**src/rtl/act_pkg.sv**
```systemverilog
// Shared activation-mode encoding for the act_stream datapath.
package act_pkg;

  typedef enum logic [1:0] {
    ACT_PASS  = 2'd0,
    ACT_RELU  = 2'd1,
    ACT_LEAKY = 2'd2,
    ACT_CLIP  = 2'd3
  } act_mode_t;

endpackage

```
**src/rtl/act_stream_if.sv**
```systemverilog
// act_stream_if: upstream beat + per-beat controls, downstream beat, statistics.
// The slave modport is the act_stream side; master is the driving/consuming side.
interface act_stream_if
  import act_pkg::*;
#(
  parameter int DATA_WIDTH = 8,
  parameter int LANES      = 16
) ();

  logic [LANES*DATA_WIDTH-1:0]   in_tensor;
  logic                          in_valid;
  logic                          in_ready;
  logic                          in_last;
  act_mode_t                     mode;
  logic [$clog2(DATA_WIDTH)-1:0] leak_shift;
  logic [DATA_WIDTH-1:0]         clip_max;

  logic [LANES*DATA_WIDTH-1:0]   out_tensor;
  logic                          out_valid;
  logic                          out_ready;
  logic                          out_last;

  logic                          stat_clr;
  logic [31:0]                   stat_zero;
  logic [31:0]                   stat_clip;

  modport slave (
    input  in_tensor, in_valid, in_last, mode, leak_shift, clip_max, out_ready, stat_clr,
    output in_ready, out_tensor, out_valid, out_last, stat_zero, stat_clip
  );

  modport master (
    output in_tensor, in_valid, in_last, mode, leak_shift, clip_max, out_ready, stat_clr,
    input  in_ready, out_tensor, out_valid, out_last, stat_zero, stat_clip
  );

endinterface

```
**src/rtl/act_lane.sv**
```systemverilog
// act_lane: one signed element through pass/ReLU/leaky/clip; combinational, no flow control.
// zeroed = forced to 0 (negative input or negative clip bound), clipped = limited to clip_max.
module act_lane
  import act_pkg::*;
#(
  parameter int DATA_WIDTH = 8
) (
  input  logic signed [DATA_WIDTH-1:0]         x,
  input  act_mode_t                            mode,
  input  logic        [$clog2(DATA_WIDTH)-1:0] leak_shift,
  input  logic signed [DATA_WIDTH-1:0]         clip_max,
  output logic signed [DATA_WIDTH-1:0]         y,
  output logic                                 zeroed,
  output logic                                 clipped
);

  logic x_neg;
  assign x_neg = x[DATA_WIDTH-1];

  always_comb begin
    y       = x;
    zeroed  = 1'b0;
    clipped = 1'b0;
    case (mode)
      ACT_RELU: begin
        if (x_neg) begin
          y      = '0;
          zeroed = 1'b1;
        end
      end
      ACT_LEAKY: begin
        // Arithmetic shift floors toward -inf, so -1 stays -1.
        if (x_neg) y = x >>> leak_shift;
      end
      ACT_CLIP: begin
        if (clip_max[DATA_WIDTH-1] || x_neg) begin
          y      = '0;
          zeroed = 1'b1;
        end else if (x > clip_max) begin
          y       = clip_max;
          clipped = 1'b1;
        end
      end
      default: y = x;
    endcase
  end

endmodule

```
**src/rtl/act_stream.sv**
```systemverilog
// act_stream: LANES-wide activation pipeline (S1 capture, S2 result); 2-cycle latency, 1 beat/cycle.
// Valid/ready backpressure stalls both stages in place; counters only under ACT_STREAM_STATS_EN.
module act_stream
  import act_pkg::*;
#(
  parameter int DATA_WIDTH = 8,
  parameter int LANES      = 16
) (
  input  logic          clk,
  input  logic          rst_n,
  act_stream_if.slave   bus
);

  localparam int SW = $clog2(DATA_WIDTH);
  localparam int TW = LANES * DATA_WIDTH;

  typedef struct packed {
    act_mode_t             mode;
    logic [SW-1:0]         leak_shift;
    logic [DATA_WIDTH-1:0] clip_max;
    logic                  last;
  } meta_t;

  logic             s1_valid, s2_valid;
  logic             s1_load, s2_load;
  logic [TW-1:0]    s1_tensor, s2_tensor, act_tensor;
  meta_t            s1_meta, in_meta;
  logic             s2_last;
  logic [LANES-1:0] act_zeroed, act_clipped;

  // A stage may load when empty or when the stage after it is taking its beat.
  assign s2_load      = !s2_valid || bus.out_ready;
  assign s1_load      = !s1_valid || s2_load;
  assign bus.in_ready = s1_load;

  assign in_meta = '{mode: bus.mode, leak_shift: bus.leak_shift,
                     clip_max: bus.clip_max, last: bus.in_last};

  always_ff @(posedge clk or negedge rst_n) begin
    if (!rst_n) begin
      s1_valid  <= 1'b0;
      s1_tensor <= '0;
      s1_meta   <= '0;
    end else if (s1_load) begin
      s1_valid <= bus.in_valid;
      if (bus.in_valid) begin
        s1_tensor <= bus.in_tensor;
        s1_meta   <= in_meta;
      end
    end
  end

  for (genvar i = 0; i < LANES; i++) begin : g_lane
    act_lane #(.DATA_WIDTH(DATA_WIDTH)) u_lane (
      .x          (s1_tensor[i*DATA_WIDTH +: DATA_WIDTH]),
      .mode       (s1_meta.mode),
      .leak_shift (s1_meta.leak_shift),
      .clip_max   (s1_meta.clip_max),
      .y          (act_tensor[i*DATA_WIDTH +: DATA_WIDTH]),
      .zeroed     (act_zeroed[i]),
      .clipped    (act_clipped[i])
    );
  end

  always_ff @(posedge clk or negedge rst_n) begin
    if (!rst_n) begin
      s2_valid  <= 1'b0;
      s2_tensor <= '0;
      s2_last   <= 1'b0;
    end else if (s2_load) begin
      s2_valid <= s1_valid;
      if (s1_valid) begin
        s2_tensor <= act_tensor;
        s2_last   <= s1_meta.last;
      end
    end
  end

  assign bus.out_valid  = s2_valid;
  assign bus.out_tensor = s2_tensor;
  assign bus.out_last   = s2_last;

`ifdef ACT_STREAM_STATS_EN
  localparam int CW = $clog2(LANES + 1);

  logic [LANES-1:0] s2_zeroed, s2_clipped;
  logic [CW-1:0]    zero_cnt, clip_cnt;
  logic [31:0]      stat_zero_q, stat_clip_q;

  function automatic logic [31:0] sat_add(input logic [31:0] a, input logic [CW-1:0] b);
    logic [32:0] s;
    s = {1'b0, a} + 33'(b);
    return s[32] ? '1 : s[31:0];
  endfunction

  // Flags travel with their beat so counts are credited at the output handshake.
  always_ff @(posedge clk or negedge rst_n) begin
    if (!rst_n) begin
      s2_zeroed  <= '0;
      s2_clipped <= '0;
    end else if (s2_load && s1_valid) begin
      s2_zeroed  <= act_zeroed;
      s2_clipped <= act_clipped;
    end
  end

  always_comb begin
    zero_cnt = '0;
    clip_cnt = '0;
    for (int i = 0; i < LANES; i++) begin
      zero_cnt = zero_cnt + CW'(s2_zeroed[i]);
      clip_cnt = clip_cnt + CW'(s2_clipped[i]);
    end
  end

  always_ff @(posedge clk or negedge rst_n) begin
    if (!rst_n) begin
      stat_zero_q <= '0;
      stat_clip_q <= '0;
    end else if (bus.stat_clr) begin
      stat_zero_q <= '0;
      stat_clip_q <= '0;
    end else if (s2_valid && bus.out_ready) begin
      stat_zero_q <= sat_add(stat_zero_q, zero_cnt);
      stat_clip_q <= sat_add(stat_clip_q, clip_cnt);
    end
  end

  assign bus.stat_zero = stat_zero_q;
  assign bus.stat_clip = stat_clip_q;
`else
  logic unused_stats;
  assign unused_stats  = ^{act_zeroed, act_clipped, bus.stat_clr};
  assign bus.stat_zero = '0;
  assign bus.stat_clip = '0;
`endif

endmodule

```
**src/flat_wrapper.sv**
```systemverilog
// flat-port wrapper written by rule: the top's interface ports become plain ports
module act_stream_flat import act_pkg::*;
#(
  parameter int DATA_WIDTH = 8,
  parameter int LANES      = 16
)
  (clk, rst_n, bus_in_tensor, bus_in_valid, bus_in_last, bus_mode, bus_leak_shift, bus_clip_max, bus_out_ready, bus_stat_clr, bus_in_ready, bus_out_tensor, bus_out_valid, bus_out_last, bus_stat_zero, bus_stat_clip);
  act_stream_if #(.DATA_WIDTH(DATA_WIDTH), .LANES(LANES)) bus_i ();
  input  logic clk;
  input  logic rst_n;
  input wire logic [$bits(bus_i.in_tensor)-1:0] bus_in_tensor;
  input wire logic [$bits(bus_i.in_valid)-1:0] bus_in_valid;
  input wire logic [$bits(bus_i.in_last)-1:0] bus_in_last;
  input wire logic [$bits(bus_i.mode)-1:0] bus_mode;
  input wire logic [$bits(bus_i.leak_shift)-1:0] bus_leak_shift;
  input wire logic [$bits(bus_i.clip_max)-1:0] bus_clip_max;
  input wire logic [$bits(bus_i.out_ready)-1:0] bus_out_ready;
  input wire logic [$bits(bus_i.stat_clr)-1:0] bus_stat_clr;
  output wire logic [$bits(bus_i.in_ready)-1:0] bus_in_ready;
  output wire logic [$bits(bus_i.out_tensor)-1:0] bus_out_tensor;
  output wire logic [$bits(bus_i.out_valid)-1:0] bus_out_valid;
  output wire logic [$bits(bus_i.out_last)-1:0] bus_out_last;
  output wire logic [$bits(bus_i.stat_zero)-1:0] bus_stat_zero;
  output wire logic [$bits(bus_i.stat_clip)-1:0] bus_stat_clip;
  assign bus_i.in_tensor = bus_in_tensor;
  assign bus_i.in_valid = bus_in_valid;
  assign bus_i.in_last = bus_in_last;
  assign bus_i.mode = bus_mode;
  assign bus_i.leak_shift = bus_leak_shift;
  assign bus_i.clip_max = bus_clip_max;
  assign bus_i.out_ready = bus_out_ready;
  assign bus_i.stat_clr = bus_stat_clr;
  assign bus_in_ready = bus_i.in_ready;
  assign bus_out_tensor = bus_i.out_tensor;
  assign bus_out_valid = bus_i.out_valid;
  assign bus_out_last = bus_i.out_last;
  assign bus_stat_zero = bus_i.stat_zero;
  assign bus_stat_clip = bus_i.stat_clip;
  act_stream #(.DATA_WIDTH(DATA_WIDTH), .LANES(LANES)) u_core (.clk(clk), .rst_n(rst_n), .bus(bus_i));
endmodule
```
**config.mk**
```make
export PLATFORM = sky130hd
export DESIGN_NAME = act_stream_flat
export DESIGN_NICKNAME = d
export VERILOG_FILES = /design/src/rtl/act_pkg.sv /design/src/rtl/act_stream_if.sv /design/src/rtl/act_lane.sv /design/src/rtl/act_stream.sv /design/src/flat_wrapper.sv
export SDC_FILE = /design/constraint.sdc
export NUM_CORES = 1
export LEC_CHECK = 0
export ABC_AREA = 1
export BUFFER_PORTS_ARGS = -buffer_cell sky130_fd_sc_hd__clkbuf_2
export CAP_MARGIN = 30
export CORE_ASPECT_RATIO = 1.75
export CORE_MARGIN = 2
export CORE_UTILIZATION = 35
export CTS_CLUSTER_SIZE = 30
export DETAILED_ROUTE_END_ITERATION = 6
export GPL_TIMING_DRIVEN = 0
export SKIP_CTS_REPAIR_TIMING = 1
export SLEW_MARGIN = 20
export SYNTH_ARGS = -nofsm -noshare
export SYNTH_HDL_FRONTEND = slang
export SYNTH_SLANG_ARGS = --single-unit
```
**constraint.sdc**
```tcl
create_clock -name clk -period 4 [get_ports clk]
set_input_delay 0 -clock clk [delete_from_list [all_inputs] [get_ports clk]]
set_output_delay 0 -clock clk [all_outputs]
set_load 0.01 [all_outputs]
```
==> reports/qor.yml <==
floorplan:
  die_w_um: 194
  die_h_um: 336
  pin_count: 342
  coreArea_um2: 62200
  start_util_pct: 35.4
  rows: 121
  die_area_um2: 65000
place:
  place_inst: 4519
  place_congestion: 1.01
  dp_hpwl_um: 78600
  dp_slack_ns: 0.150
  port_buffers: 276
  placed_area_um2: 24900
routing:
  viasPerCell: 5.60
  ant_nets: 0
  num_vias: 26426
  drc_errors: 0
  wl_um: 110000
  post_drt_wl_per_cell_um: 23.3
  drtIter0Drc: 2616
  drt-pass1-iter-count: 7
synthesis:
  ys.flop_type: "dfrtp_1"
  netlist_instances: 3371
  ys_top_cells_by_count: "nand2_1 (1,055), a21oi_1 (405), inv_1 (293)"
  netlist_area_um2: 22000
  synth-seq-cells: 273
  synthMostInstantiatedCell: "nand2_1"
  yosys.area.top_type: "dfrtp_1"
  synth-edff-count: 0
  synth_top_area_share_pct: 31.0
  synthArstFlopShare_pct: 100
  ys_types: 31
  syn_area_per_cell_um2: 6.53
  yosysWarnings: 0
  synth_area_leaders: "dfrtp_1 (31%), nand2_1 (18%), a21oi_1 (9.2%), ha_1 (8.2%), inv_1 (5.0%)"
  seq_area_frac_synth_pct: 31.0
clock_network:
  cts_tree: "done"
  insertion_delay_ns: 0.63
  cts.sink_count: 273
  clk_pin_slew_ns: 0.07
  clk_path_buf_depth: 3
  cts-buffers-inserted: 27
  cts_max_level: 1
  cts-root-buf: "clkbuf_16"
critical_path:
  cp_data_required_time_ns: 4.51
  path_cells: "clkinv_1 > clkbuf_2 > buf_16 > ha_1 > inv_1 > nor3_1 > nand4_1 > nand3_1 > nand2_1 > nand3_1 > nand2_1 > nand2_1 > nand2_1"
  critPathMaxFanout: 16
  worstSetupStartpointType: "flip-flop"
  worst-r2r-cell-count: 13
  worst-r2r-setup-slack_ns: 0.23
  cpMaxStageDelayCell: "clkbuf_2"
  path_common_cell: "nand2_1"
  critPathArrivalTime_ns: 4.27
  r2r_start: "u_core.s1_meta[7]"
  worst_r2r_endpoint: "u_core.bus.out_tensor[3]"
  max_stage_delay_ns: 0.57
  crit_type: "reg -> reg"
  cp-end-kind: "flip-flop"
global_route:
  grt_usage_pct: 32.0
  antenna_found_initial: 0
  grt_pass1_wl_um: 156000
  grt_pass1_vias: 24849
  grt-ovfl-total: 0
  grt_max_degree: 85
power_and_ir_drop:
  p_clk_share_pct: 20.5
  p_switching_w: 0.00683
  switching_share_pct: 48.1
  intPower_w: 0.00738
  seqPwrFrac_pct: 28.7
  vdd.ir_drop.worst_mv: 0.390
  leakage_nw: 14.2
  p_comb_share_pct: 50.8
  power_density_nw_per_um2: 519
cells_and_area:
  nNetsFinal: 4188
  finalInstanceArea_um2: 27400
  multi_input_area_um2: 13100
  nFillCells: 6705
  finalNonFillerCells: 4718
  syn_to_final_growth_pct: 24.3
  drive_above_1_share_pct: 12.8
  ff_latch_area_um2: 6830
  utilization_pct: 44.0
sta:
  min_period_over_period_pct: 94.2
  clock_skew_ns: 0.0400
  grt_setup_unrepaired: "false"
  slew_headroom_pct: 25.3
  worstMarginPinSlew_ns: 1.12
  period_minus_slack_ns: 3.77
  slew_viol_final: 0
  finalHoldViolations: 2
  setup-violations-final: 0
  fin_ws_ns: 0.231
  holdWs_ns: -0.00495
  fmax_mhz: 265
flow_run:
  maxCapViolations: 0
min_path:
  worstHoldPathType: "in -> async"
status:
  violations: "hold timing"
  outcome: "finished, violations left"
[critical path, delay by kind of cell (launching register included)]
family / cells / cell delay, ns
adders and majority gates: 1 / 0.29
buffers and inverters: 4 / 1.39
DFF: 1 / 0.33
and+or+nand+nor: 8 / 1.62
[cell families after synthesis]
| kind of cell | Yosys count | share of synthesized area, % |
|---|---|---|
| and+or+nand+nor | 1679 | 32.1 |
| AOI/OAI and AO/OA | 738 | 18.1 |
| buffers and inverters | 535 | 10.5 |
| DFF | 273 | 31.0 |
| adders and majority gates | 144 | 8.18 |
| muxes | 1 | 0.0511 |
| other | 1 | 0.0170 |
[how the worst max path moves through the flow]
| stage | from | to | slack (ns) | cells past startpoint |
|---|---|---|---|---|
| floorplan | u_core.s1_meta[8] | u_core.bus.out_tensor[11] | 0.96 | 11 |
| global placement | rst_n | u_core.bus.out_tensor[54] | -3.34 | 1 |
| detailed placement | u_core.s1_meta[8] | u_core.bus.out_tensor[3] | 0.15 | 11 |
| CTS | u_core.s1_meta[8] | u_core.bus.out_tensor[3] | 0.13 | 11 |
| global route | u_core.s1_meta[7] | u_core.bus.out_tensor[0] | 0.12 | 13 |
| finish | u_core.s1_meta[7] | u_core.bus.out_tensor[3] | 0.23 | 13 |
[power groups by stage]
stage               clock network (W)  registers [W]  logic [W]
floorplan                           0        0.00418    0.00402
global placement                    0        0.00411    0.00678
detailed placement                  0        0.00410    0.00688
CTS                           0.00295        0.00406    0.00692
global route                  0.00303        0.00414    0.00786
finish                        0.00292        0.00407    0.00722
[final cells by class]
cell class / count / share of cell area [%]
Buffer: 225 / 4.27
Sequential cell: 273 / 25.0
Inverter: 310 / 4.25
Tap cell: 799 / 3.65
Multi-Input combinational cell: 2626 / 47.9
Clock buffer: 31 / 2.67
Clock inverter: 18 / 0.882
Antenna cell: 2 / 0.0183
Timing Repair Buffer: 434 / 11.4
[sequential cells by signal (all words and copies together) (netlist names)]
| register | count |
|---|---|
| u_core.bus.out_tensor | 128 |
| u_core.s1_valid | 1 |
| u_core.bus.out_last | 1 |
| u_core.s1_meta | 14 |
| u_core.s1_tensor | 128 |
| u_core.bus.out_valid | 1 |
[routing by layer]
layer	track usage, %	share of wire (%)
met5	0	0
met4	27.7	9.8
met3	6.90	9.2
met2	53.3	46
met1	34.5	35
[stage by stage]
stage | total power (W) | setup TNS, ns
detailed placement | 0.0110 | 0
global route | 0.0150 | 0
finish | 0.0142 | 0
global placement | 0.0109 | -1031.96
floorplan | 0.00820 | 0
CTS | 0.0139 | 0
[layout by cell type, fill, tap and decap left out, types with 10 or more instances in the layout]
cell type,count
nand2_1,1055
a21oi_1,405
inv_1,293
clkbuf_2,280
dfrtp_1,271
nor2_1,233
nand3_1,204
o21ai_0,201
ha_1,144
dlygate4sd3_1,144
nand4_1,137
clkbuf_1,105
o211ai_1,88
buf_4,66
conb_1,64
buf_2,35
clkbuf_16,27
nand3_2,15
a21o_1,12
o21ai_1,11
nand2_2,10
No activity file was read; power rests on OpenSTA's default activity.
